[src/rtl/data_c_lat_absorb_ram.sv]
// data_c_lat_absorb_ram: DEPTH x DSIZE storage, one synchronous write port, one async read port.
//   clock   : write clock
//   i_we    : write enable
//   i_waddr : write address
//   i_wdata : write data
//   i_raddr : read address
//   o_rdata : read data (combinational)
module data_c_lat_absorb_ram #(
    parameter int DSIZE = 8,
    parameter int DEPTH = 16,
    parameter int AW    = $clog2(DEPTH)
) (
    input  logic             clock,
    input  logic             i_we,
    input  logic [AW-1:0]    i_waddr,
    input  logic [DSIZE-1:0] i_wdata,
    input  logic [AW-1:0]    i_raddr,
    output logic [DSIZE-1:0] o_rdata
);
    logic [DSIZE-1:0] r_mem [DEPTH];

    always_ff @(posedge clock) begin
        if (i_we) r_mem[i_waddr] <= i_wdata;
    end

    assign o_rdata = r_mem[i_raddr];
endmodule

[src/rtl/data_c_lat_absorb.sv]
// data_c_lat_absorb: FWFT buffer absorbing a fixed-latency upstream pipe using a registered credit signal.
//   clock          : clock, rising edge
//   rst_n          : asynchronous active-low reset
//   i_slaver_valid : beat present from the upstream pipe (always written unless full)
//   i_slaver_data  : beat payload
//   o_slaver_ready : registered credit to the producer at the head of the pipe
//   o_master_valid : buffer non-empty
//   o_master_data  : head-of-buffer payload
//   i_master_ready : downstream accept
//   o_overflow     : sticky, set when a beat is dropped on a full buffer
module data_c_lat_absorb #(
    parameter int DSIZE = 8,
    parameter int LAT   = 4,
    parameter int DEPTH = 16
) (
    input  logic             clock,
    input  logic             rst_n,
    input  logic             i_slaver_valid,
    input  logic [DSIZE-1:0] i_slaver_data,
    output logic             o_slaver_ready,
    output logic             o_master_valid,
    output logic [DSIZE-1:0] o_master_data,
    input  logic             i_master_ready,
    output logic             o_overflow
);
    localparam int AW = $clog2(DEPTH);
    localparam int CW = AW + 1;

    logic [CW-1:0] r_count;
    logic [AW-1:0] r_wr_ptr;
    logic [AW-1:0] r_rd_ptr;
    logic          r_ready;
    logic          r_overflow;
    logic          w_full;
    logic          w_pop;
    logic          w_push;
    logic [CW-1:0] w_count_next;

    assign w_full         = r_count == CW'(DEPTH);
    assign o_master_valid = r_count != '0;
    assign w_pop          = o_master_valid & i_master_ready;
    // A pop in the same cycle frees the slot, so a full buffer can still accept.
    assign w_push         = i_slaver_valid & (~w_full | w_pop);
    assign w_count_next   = r_count + CW'(w_push) - CW'(w_pop);
    assign o_slaver_ready = r_ready;
    assign o_overflow     = r_overflow;

    always_ff @(posedge clock or negedge rst_n) begin
        if (!rst_n) begin
            r_count    <= '0;
            r_wr_ptr   <= '0;
            r_rd_ptr   <= '0;
            r_ready    <= 1'b0;
            r_overflow <= 1'b0;
        end else begin
            r_count  <= w_count_next;
            r_wr_ptr <= r_wr_ptr + AW'(w_push);
            r_rd_ptr <= r_rd_ptr + AW'(w_pop);
            // Leave room for LAT in-flight beats plus the one arriving now.
            r_ready  <= w_count_next <= CW'(DEPTH - 1 - LAT);
            if (i_slaver_valid & ~w_push) r_overflow <= 1'b1;
        end
    end

    data_c_lat_absorb_ram #(.DSIZE(DSIZE), .DEPTH(DEPTH), .AW(AW)) u_ram (
        .clock  (clock),
        .i_we   (w_push),
        .i_waddr(r_wr_ptr),
        .i_wdata(i_slaver_data),
        .i_raddr(r_rd_ptr),
        .o_rdata(o_master_data)
    );
endmodule

[config.mk]
export PLATFORM = sky130hd
export DESIGN_NAME = data_c_lat_absorb
export DESIGN_NICKNAME = d
export VERILOG_FILES = /design/src/rtl/data_c_lat_absorb_ram.sv /design/src/rtl/data_c_lat_absorb.sv
export SDC_FILE = /design/constraint.sdc
export NUM_CORES = 1
export LEC_CHECK = 0
export CAP_MARGIN = 40
export CORE_AREA = 5 5 114 116
export CTS_BUF_LIST = sky130_fd_sc_hd__clkbuf_4 sky130_fd_sc_hd__clkbuf_8
export CTS_CLUSTER_SIZE = 25
export DETAILED_ROUTE_END_ITERATION = 12
export DIE_AREA = 0 0 119 121
export GPL_TIMING_DRIVEN = 0
export PLACE_DENSITY = 0.74
export SETUP_SLACK_MARGIN = 0.15
export SLEW_MARGIN = 20
export SYNTH_ARGS = -nofsm -noshare
export SYNTH_HDL_FRONTEND = slang
export SYNTH_SLANG_ARGS = --single-unit
[constraint.sdc]
create_clock -name clock -period 2.8 [get_ports clock]
set_input_delay 0.42 -clock clock [delete_from_list [all_inputs] [get_ports clock]]
set_output_delay 0.42 -clock clock [all_outputs]
set_load 0.02 [all_outputs]
Word-level counts from Yosys, hierarchy flattened --
Memory sizes are Yosys's and may differ from the RTL's. Cells that the tools add are included.
Storage, ports and cells: register bits after elaboration 15, bits in writable memories 128, bits of input ports 12, output and inout port bits 11, logic and storage cells 21, memories 1
Operators by class: $add $sub $neg 4, magnitude comparators 1, equal/unequal tests 1, mux-type cells 2, bitwise gates (word level) 6, reductions and logical operators 1
Memories:
- u_ram.r_mem | depth 16, width 8, read ports 1, clocked after memory_dff 0, wr ports 1, line data_c_lat_absorb_ram.sv:20 | logic [DSIZE-1:0] r_mem [DEPTH];
Operator list (count):
- $add 4x1->4 | 2
- $add 5x1->5 | 1
- $eq 5x5->1 const B | 1
- $le 5x4->1 const B | 1
- $reduce_bool 5->1 | 1
- $sub 5x1->5 | 1
- $and 1x1->1 | 3
- $mux 1 | 2
- $not 1->1 | 2
- $or 1x1->1 | 1

Longest topological paths before layout --
Gate-level depths: netlist of run 1.
word-level depth 7, mapped depth 14, gate-level depth less buffers 14

By module --
A second synthesis of run 1 with hierarchy kept.
Unflattened totals: cell total of the unflattened synthesis 284, area total of the unflattened synthesis 5736.8 µm²
By module, submodules not included:
- data_c_lat_absorb_ram | instances 1, cells each 221, area each 4987.3 µm², sequential area each 3843.7 µm²
- data_c_lat_absorb | instances 1, cells each 63, area each 749.5 µm², sequential area each 375.4 µm²

Worst setup path before layout of run 1 --
Ideal clock, no wire load.
kind register to register, start register r_count[3], end register r_count[4], setup time 0.119 ns, arrival time 2.982 ns, required time 2.681 ns, setup slack -0.301 ns, stages on the path, launching flop included 15, buffers on the path 0, period minus slack after synthesis 3.101 ns, cells stage by stage dfrtp_1 > inv_1 > ha_1 > or3b_2 > or2_2 > and2_1 > ha_1 > inv_1 > ha_1 > inv_1 > fa_1 > nand2b_1 > a21oi_1 > o21ai_0 > and2_1
Between the ends: cells in the longest elaborated chain, start to end 6, elaborated cells between the ends (all ways) 8, those cells by class 2 x add/sub; 1 x eq/ne; 4 x bitwise; 1 x reduce/logical
Ends and longest elaborated chain:
- from (decl) | line data_c_lat_absorb.sv:29 | logic [CW-1:0] r_count;
- from (signal assigned) | line data_c_lat_absorb.sv:56 | r_count <= w_count_next;
- $reduce_bool 5->1 (*) | line data_c_lat_absorb.sv:40 | assign o_master_valid = r_count != '0;
- named net o_master_valid | line data_c_lat_absorb.sv:21 | output logic o_master_valid,
- $and 1x1->1 (*) | line data_c_lat_absorb.sv:41 | assign w_pop = o_master_valid & i_master_ready;
- $or 1x1->1 | line data_c_lat_absorb.sv:43 | assign w_push = i_slaver_valid & (~w_full | w_pop);
- $and 1x1->1 | line data_c_lat_absorb.sv:43
- $add 5x1->5 | line data_c_lat_absorb.sv:44 | assign w_count_next = r_count + CW'(w_push) - CW'(w_pop);
- $sub 5x1->5 (*) | line data_c_lat_absorb.sv:44
- named net w_count_next[4] | line data_c_lat_absorb.sv:37 | logic [CW-1:0] w_count_next;
Mark *: on every way through the listed nets, which the timed path passes. The rest lies on a longest branch. A chain may end at the register's enable or synchronous reset.

Final worst setup path of run 1 --
start register r_count[3], end register r_count[4]
Between the ends: cells in the longest elaborated chain, start to end 6, elaborated cells between the ends (all ways) 8, those cells by class 2 x add/sub; 1 x eq/ne; 4 x bitwise; 1 x reduce/logical
Ends and longest elaborated chain (line):
- $reduce_bool 5->1 or $eq 5x5->1 (tied branches) | data_c_lat_absorb.sv:40, data_c_lat_absorb.sv:39
- $and 1x1->1 or $not 1->1 (tied branches) | data_c_lat_absorb.sv:41, data_c_lat_absorb.sv:43
- $or 1x1->1 | data_c_lat_absorb.sv:43
- $and 1x1->1 | data_c_lat_absorb.sv:43
- $add 5x1->5 | data_c_lat_absorb.sv:44
- $sub 5x1->5 (*) | data_c_lat_absorb.sv:44
- named net w_count_next[4] | data_c_lat_absorb.sv:37
Marks and branches as above.

==> metrics.txt, run 1 <==
Power Dens Cells=1060 nW/um^2; Crit Path Max Fanout=2; cells taking the most area after synthesis=edfxtp_1 (67%), mux4_2 (7.1%), dfrtp_1 (6.5%); GR Overflow Total=0; DIE HEIGHT=121 um; CTS buffer count=17; Setup CP Type=register to register; CTS clock-pin slew for the worst setup and hold paths=0.08 ns; core area=11800 um^2; Iter 0 DRT Violations=207; first-pass GRT wire length=17700 um; max_cap viols=0; worst setup margin=0.0107 ns; Die Area=14400 um^2; post-route ant nets=0; drt wl/cell=22.1 um; CTS tree=built; clock latency on the worst-skew pair=0.44 ns; most common cell after layout, fill and taps aside=edfxtp_1; Synth area leader=edfxtp_1; starting density of the core=48.5%; clock skew=0.0115 ns; number of synthesized register bits=143; Hold WC Path Type=input pin to async pin; drt drc=0; outcome=completed; pre-CTS setup slack=-0.362 ns; register area share after synthesis=73.6%; Hold Vio Cnt, Final=0; post-synthesis average cell area=20.3 um^2; final antenna diode count=0; fin util=58.4%; fin crit period=2.79 ns; width of the die=119 um; Post-Syn Nets=306; max frequency=0.359 GHz; RSZ-0062 raised after global routing=yes; fin. max-slew vios=0; vias per cell=5.73; placed inst area=6260 um^2; Slew @ Worst Pin=0.813 ns; PortBufs=22; most frequent cells in the layout=edfxtp_1 (128), mux4_2 (30), clkbuf_8 (18); Final setup viols=0; cell area after synthesis=5730 um^2; cts hold-fix bufs=0; Final HPWL DP=7240 um; gpl congestion=0.821; H-tree Lvls=4; IO Pins=23; period utilization=99.6%; Max-slew headroom=45.5%; root buffer cell=clkbuf_8; vias=2894; Total GRT Usage=16.8%; Final TNS setup=0 ns; CTS Sinks=143; initial antenna violation count=0; final WL=11200 um; # nets final=368; Yosys warnings=0; Worst setup SP type=register; CTS max path bufs=2; Worst Setup End Kind=register; Area Growth Syn to Fin=20.4%; vias in the first global route=3118; First-pass DRT Iterations=4; Rows=40; CP Data Arrival Time=3.12 ns; Critical Path RT=3.13 ns; Leakage=2.35 nW; post-synth top area share=67.0%; Peak VDD IR=0.410 mV; final instance area=6900 um^2; layout cells sized above 1=40.2%; cells after synthesis=283; hold slack=0.392 ns; largest net degree at the start of global routing=17; Cell variety after synth=31
-- path summary, 6_finish.rpt --
| kind | end | startpoint | slack [ns] | depth (start not counted) |
|---|---|---|---|---|
| min reg2reg | o_overflow$_DFFE_PN0P_ | o_overflow$_DFFE_PN0P_ | 0.46 | 1 |
| max reg2reg | r_count[4]$_DFF_PN0_ | r_count[3]$_DFF_PN0_ | 0.01 | 14 |
| max in group asynchronous | r_wr_ptr[1]$_DFF_PN0_ | rst_n | 1.98 | 1 |
| min | o_slaver_ready$_DFF_PN0_ | rst_n | 0.39 | 1 |
| max | r_count[4]$_DFF_PN0_ | r_count[3]$_DFF_PN0_ | 0.01 | 14 |
| min in group clock | o_overflow$_DFFE_PN0P_ | o_overflow$_DFFE_PN0P_ | 0.46 | 1 |
-- report_power, final --
group          switching (mW)  internal [mW]  total (mW)
clock network           0.742          0.838        1.58
registers               0.162           2.64        2.80
logic                    1.50           1.45        2.94
total                    2.40           4.92        7.32
-- Yosys cell counts --
cell / instances
edfxtp_1: 128
mux4_2: 18
a22oi_1: 17
dfrtp_1: 15
mux4_1: 14
ha_1: 10
nand2_1: 10
nor3_1: 10
inv_1: 9
nand2b_1: 6
nor2_1: 5
xnor2_1: 4
and2_1: 3
buf_2: 3
buf_6: 3
clkdlybuf4s25_2: 3
nor4_1: 3
xor2_1: 3
a21o_1: 2
a21oi_1: 2
buf_4: 2
clkbuf_1: 2
nand3_1: 2
or3_1: 2
and2b_1: 1
fa_1: 1
nor2b_1: 1
o21ai_0: 1
o21ai_2: 1
or2_2: 1
or3b_2: 1
-- worst max-delay path, cell delays in order (launching register included) --
cell and delay (ns):
dfrtp_1 0.39, inv_2 0.08, ha_4 0.11, or3b_4 0.37
or2_4 0.26, and2_4 0.15, ha_4 0.25, inv_2 0.03
ha_4 0.15, inv_2 0.05, fa_2 0.19, nand2b_4 0.13
a21oi_4 0.05, or3_4 0.33, and2_4 0.14
-- routing by layer --
| metal | track usage, % | vias up | part of all wire [%] |
|---|---|---|---|
| met4 | 6.95 | 0 | 2.1 |
| met3 | 5.17 | 15 | 7.5 |
| li1 | - | 1270 | - |
| met1 | 21.4 | 1524 | 38 |
| met2 | 27.1 | 85 | 52 |
| met5 | 0 | - | 0 |
-- registers in the layout (all words and copies together) (netlist names) --
register and cells:
r_rd_ptr 4, r_count 5, r_wr_ptr 4, o_overflow 1, o_slaver_ready 1, u_ram.r_mem 128
-- per-stage QoR --
step	std cells	total power, mW
after floorplan	283	4.43
after global routing	505	7.72
final	505	7.32
after global placement	452	5.17
after CTS	500	7.23
after detailed placement	455	5.32
-- cell families after synthesis --
group	after synthesis	synth area share, %
compound gates	23	2.90
xor+xnor	7	1.07
fa+ha+maj	11	2.53
buf+inv	22	2.36
flops	143	73.6
mux	32	13.5
simple gates	45	4.06
-- final cells by class --
type / instances / area (um^2)
Buffer: 13 / 148
Clock buffer: 21 / 270
Clock inverter: 11 / 118
Fill cell: 885 / 4910
Inverter: 9 / 33.8
Multi-Input combinational cell: 118 / 1540
Sequential cell: 143 / 4220
Tap cell: 147 / 184
Timing Repair Buffer: 43 / 390
-- what timing repair did --
action,in CTS,in global routing
buffers inserted,13,3
endpoints found under the setup margin,14,18
gates cloned,0,0
resized for setup,67,26
pin swaps,14,18
No activity file was read; power rests on OpenSTA's default activity.
==> run 2, diff against run 1 <==
SETUP_SLACK_MARGIN = 0.2   (was 0.15)
==> run 2 against run 1 <==
Net effect:
- flip-flop and latch count unchanged
- via count is 0.17% lower
- fmax barely moved
- largest power group unchanged
- highest routed layer unchanged
- die area unchanged
==> metrics.txt, run 2 (same netlist as run 1, synthesis figures left out) <==
outcome=completed (unchanged); final WL=11200 um (about the same); Hold Vio Cnt, Final=0 (unchanged); clock skew=0.00980 ns (was 0.0115 ns); Crit Path Max Fanout=2 (unchanged); CP Data Arrival Time=3.12 ns (about the same); max_cap viols=0 (unchanged); Storage cell area=4220 um^2 (unchanged); Biggest register=u_ram.r_mem (unchanged); family with the most delay on the worst path=simple AND/OR/NAND/NOR gates (unchanged); Inst Count DP=455 (unchanged); drt wl/cell=22.1 um (about the same); Critical Path RT=3.13 ns (about the same); FILL cells=879 (was 885); Final Non-Filler Cells=506 (was 505); Final HPWL DP=7240 um (unchanged); Worst Setup End Kind=register (unchanged); hold slack=0.384 ns (was 0.392 ns); first-pass GRT wire length=17700 um (about the same); Slew @ Worst Pin=0.806 ns (was 0.813 ns); final antenna diode count=0 (unchanged); core area=11800 um^2 (unchanged); CTS tree=built (unchanged); fin crit period=2.79 ns (about the same); Max-slew headroom=46.0% (was 45.5%); max reg flops=128 (unchanged); Peak VDD IR=0.417 mV (was 0.410 mV); root buffer cell=clkbuf_8 (unchanged); fin. max-slew vios=0 (unchanged); clock latency on the worst-skew pair=0.44 ns (about the same); gpl congestion=0.821 (unchanged); largest net degree at the start of global routing=17 (unchanged); CP max-delay cell=dfrtp_1 (unchanged); CTS max path bufs=2 (unchanged); Rows=40 (unchanged); Final TNS setup=0 ns (unchanged); width of the die=119 um (unchanged); vias in the first global route=3135 (was 3118); Final setup viols=0 (unchanged); Area Growth Syn to Fin=21.4% (was 20.4%); Tot Pwr=7.46 mW (was 7.32 mW); CTS clock-pin slew for the worst setup and hold paths=0.08 ns (about the same); First-pass DRT Iterations=4 (unchanged); DIE HEIGHT=121 um (unchanged); Multi-input gate area=1560 um^2 (was 1540 um^2); most common cell after layout, fill and taps aside=edfxtp_1 (unchanged); Total GRT Usage=16.9% (was 16.8%); # nets final=369 (was 368); IO Pins=23 (unchanged); Hold WC Path Type=input pin to async pin (unchanged); vias per cell=5.71 (was 5.73); fin util=58.9% (was 58.4%); biggest regs=u_ram.r_mem: 128 flops, r_count: 5 flops (unchanged); Iter 0 DRT Violations=206 (was 207); CTS Sinks=143 (unchanged); Leakage=2.36 nW (was 2.35 nW); H-tree Lvls=4 (unchanged); RSZ-0062 raised after global routing=yes (unchanged); most frequent cells in the layout=edfxtp_1 (128), mux4_2 (30), buf_4 (18), clkbuf_8 (18), dfrtp_1 (15) (was edfxtp_1 (128), mux4_2 (30), clkbuf_8 (18)); period utilization=99.7% (was 99.6%); initial antenna violation count=0 (unchanged); Die Area=14400 um^2 (unchanged); PortBufs=22 (unchanged); layout cells sized above 1=41.5% (was 40.2%); Worst path max stage delay=0.39 ns (about the same); cts hold-fix bufs=0 (unchanged); crit path cell chain=inv_2 -> ha_4 -> or3b_4 -> or2_4 -> and2_4 -> ha_4 -> inv_2 -> ha_4 -> inv_2 -> fa_2 -> nand2b_4 -> a21oi_4 -> or3_4 -> and2_4 (unchanged); crit path buf inv count=3 (unchanged); Power Dens Cells=1070 nW/um^2 (was 1060 nW/um^2); post-route ant nets=0 (unchanged); GR Overflow Total=0 (unchanged); Worst setup SP type=register (unchanged); starting density of the core=48.5% (unchanged); max frequency=0.358 GHz (was 0.359 GHz); drt drc=0 (unchanged); CTS buffer count=17 (unchanged); Setup CP Type=register to register (unchanged); vias=2889 (was 2894)
[run 2: what timing repair did]
action | 4_1_cts | 5_1_grt
pin swaps | 18 | 13
gates cloned | 0 | 1
buffers inserted | 15 | 1
setup endpoints to repair | 14 | 18
gates resized for setup | 81 | 21
endpoints found under the hold margin | 0 | 0
[run 2: per-stage QoR]
stage,worst slack (ns),area (um^2)
6_report,0.00803,6960
5_1_grt,-0.0765,6960
4_1_cts,-0.0688,6830
3_5_place_dp,-0.362,6260
3_3_place_gp,-0.263,6170
2_1_floorplan,-0.0167,5770
[run 2: layout make-up]
type                            instances  share of cell area [%]
Clock buffer                           21                    3.88
Buffer                                 13                    2.05
Multi-Input combinational cell        118                    22.4
Timing Repair Buffer                   44                    6.22
Tap cell                              147                    2.64
Clock inverter                         11                    1.69
Inverter                                9                   0.486
Sequential cell                       143                    60.6
[run 2: routing by layer]
layer / part of all wire [%] / up-vias / global-route usage (%)
met2: 53 / 80 / 27.3
met5: 0 / - / 0
met1: 39 / 1521 / 21.3
met3: 5.7 / 19 / 5.17
met4: 2.1 / 0 / 6.95
li1: - / 1269 / -
[run 2: worst paths after layout]
kind	from	to	slack (ns)	depth (start not counted)
hold / removal	rst_n	o_slaver_ready$_DFF_PN0_	0.38	1
setup reg to reg	r_count[3]$_DFF_PN0_	r_count[4]$_DFF_PN0_	0.008	14
max in group asynchronous	rst_n	r_wr_ptr[1]$_DFF_PN0_	1.99	1
hold reg to reg	o_overflow$_DFFE_PN0P_	o_overflow$_DFFE_PN0P_	0.46	1
setup / recovery	r_count[3]$_DFF_PN0_	r_count[4]$_DFF_PN0_	0.008	14
min in group clock	o_overflow$_DFFE_PN0P_	o_overflow$_DFFE_PN0P_	0.46	1
[run 2: power by group]
group | internal (mW) | total [mW] | leakage (nW) | switching [mW]
Combinational | 1.55 | 3.08 | 0.829 | 1.53
Clock | 0.838 | 1.58 | 0.200 | 0.739
Sequential | 2.64 | 2.80 | 1.33 | 0.163
Total | 5.02 | 7.46 | 2.36 | 2.44
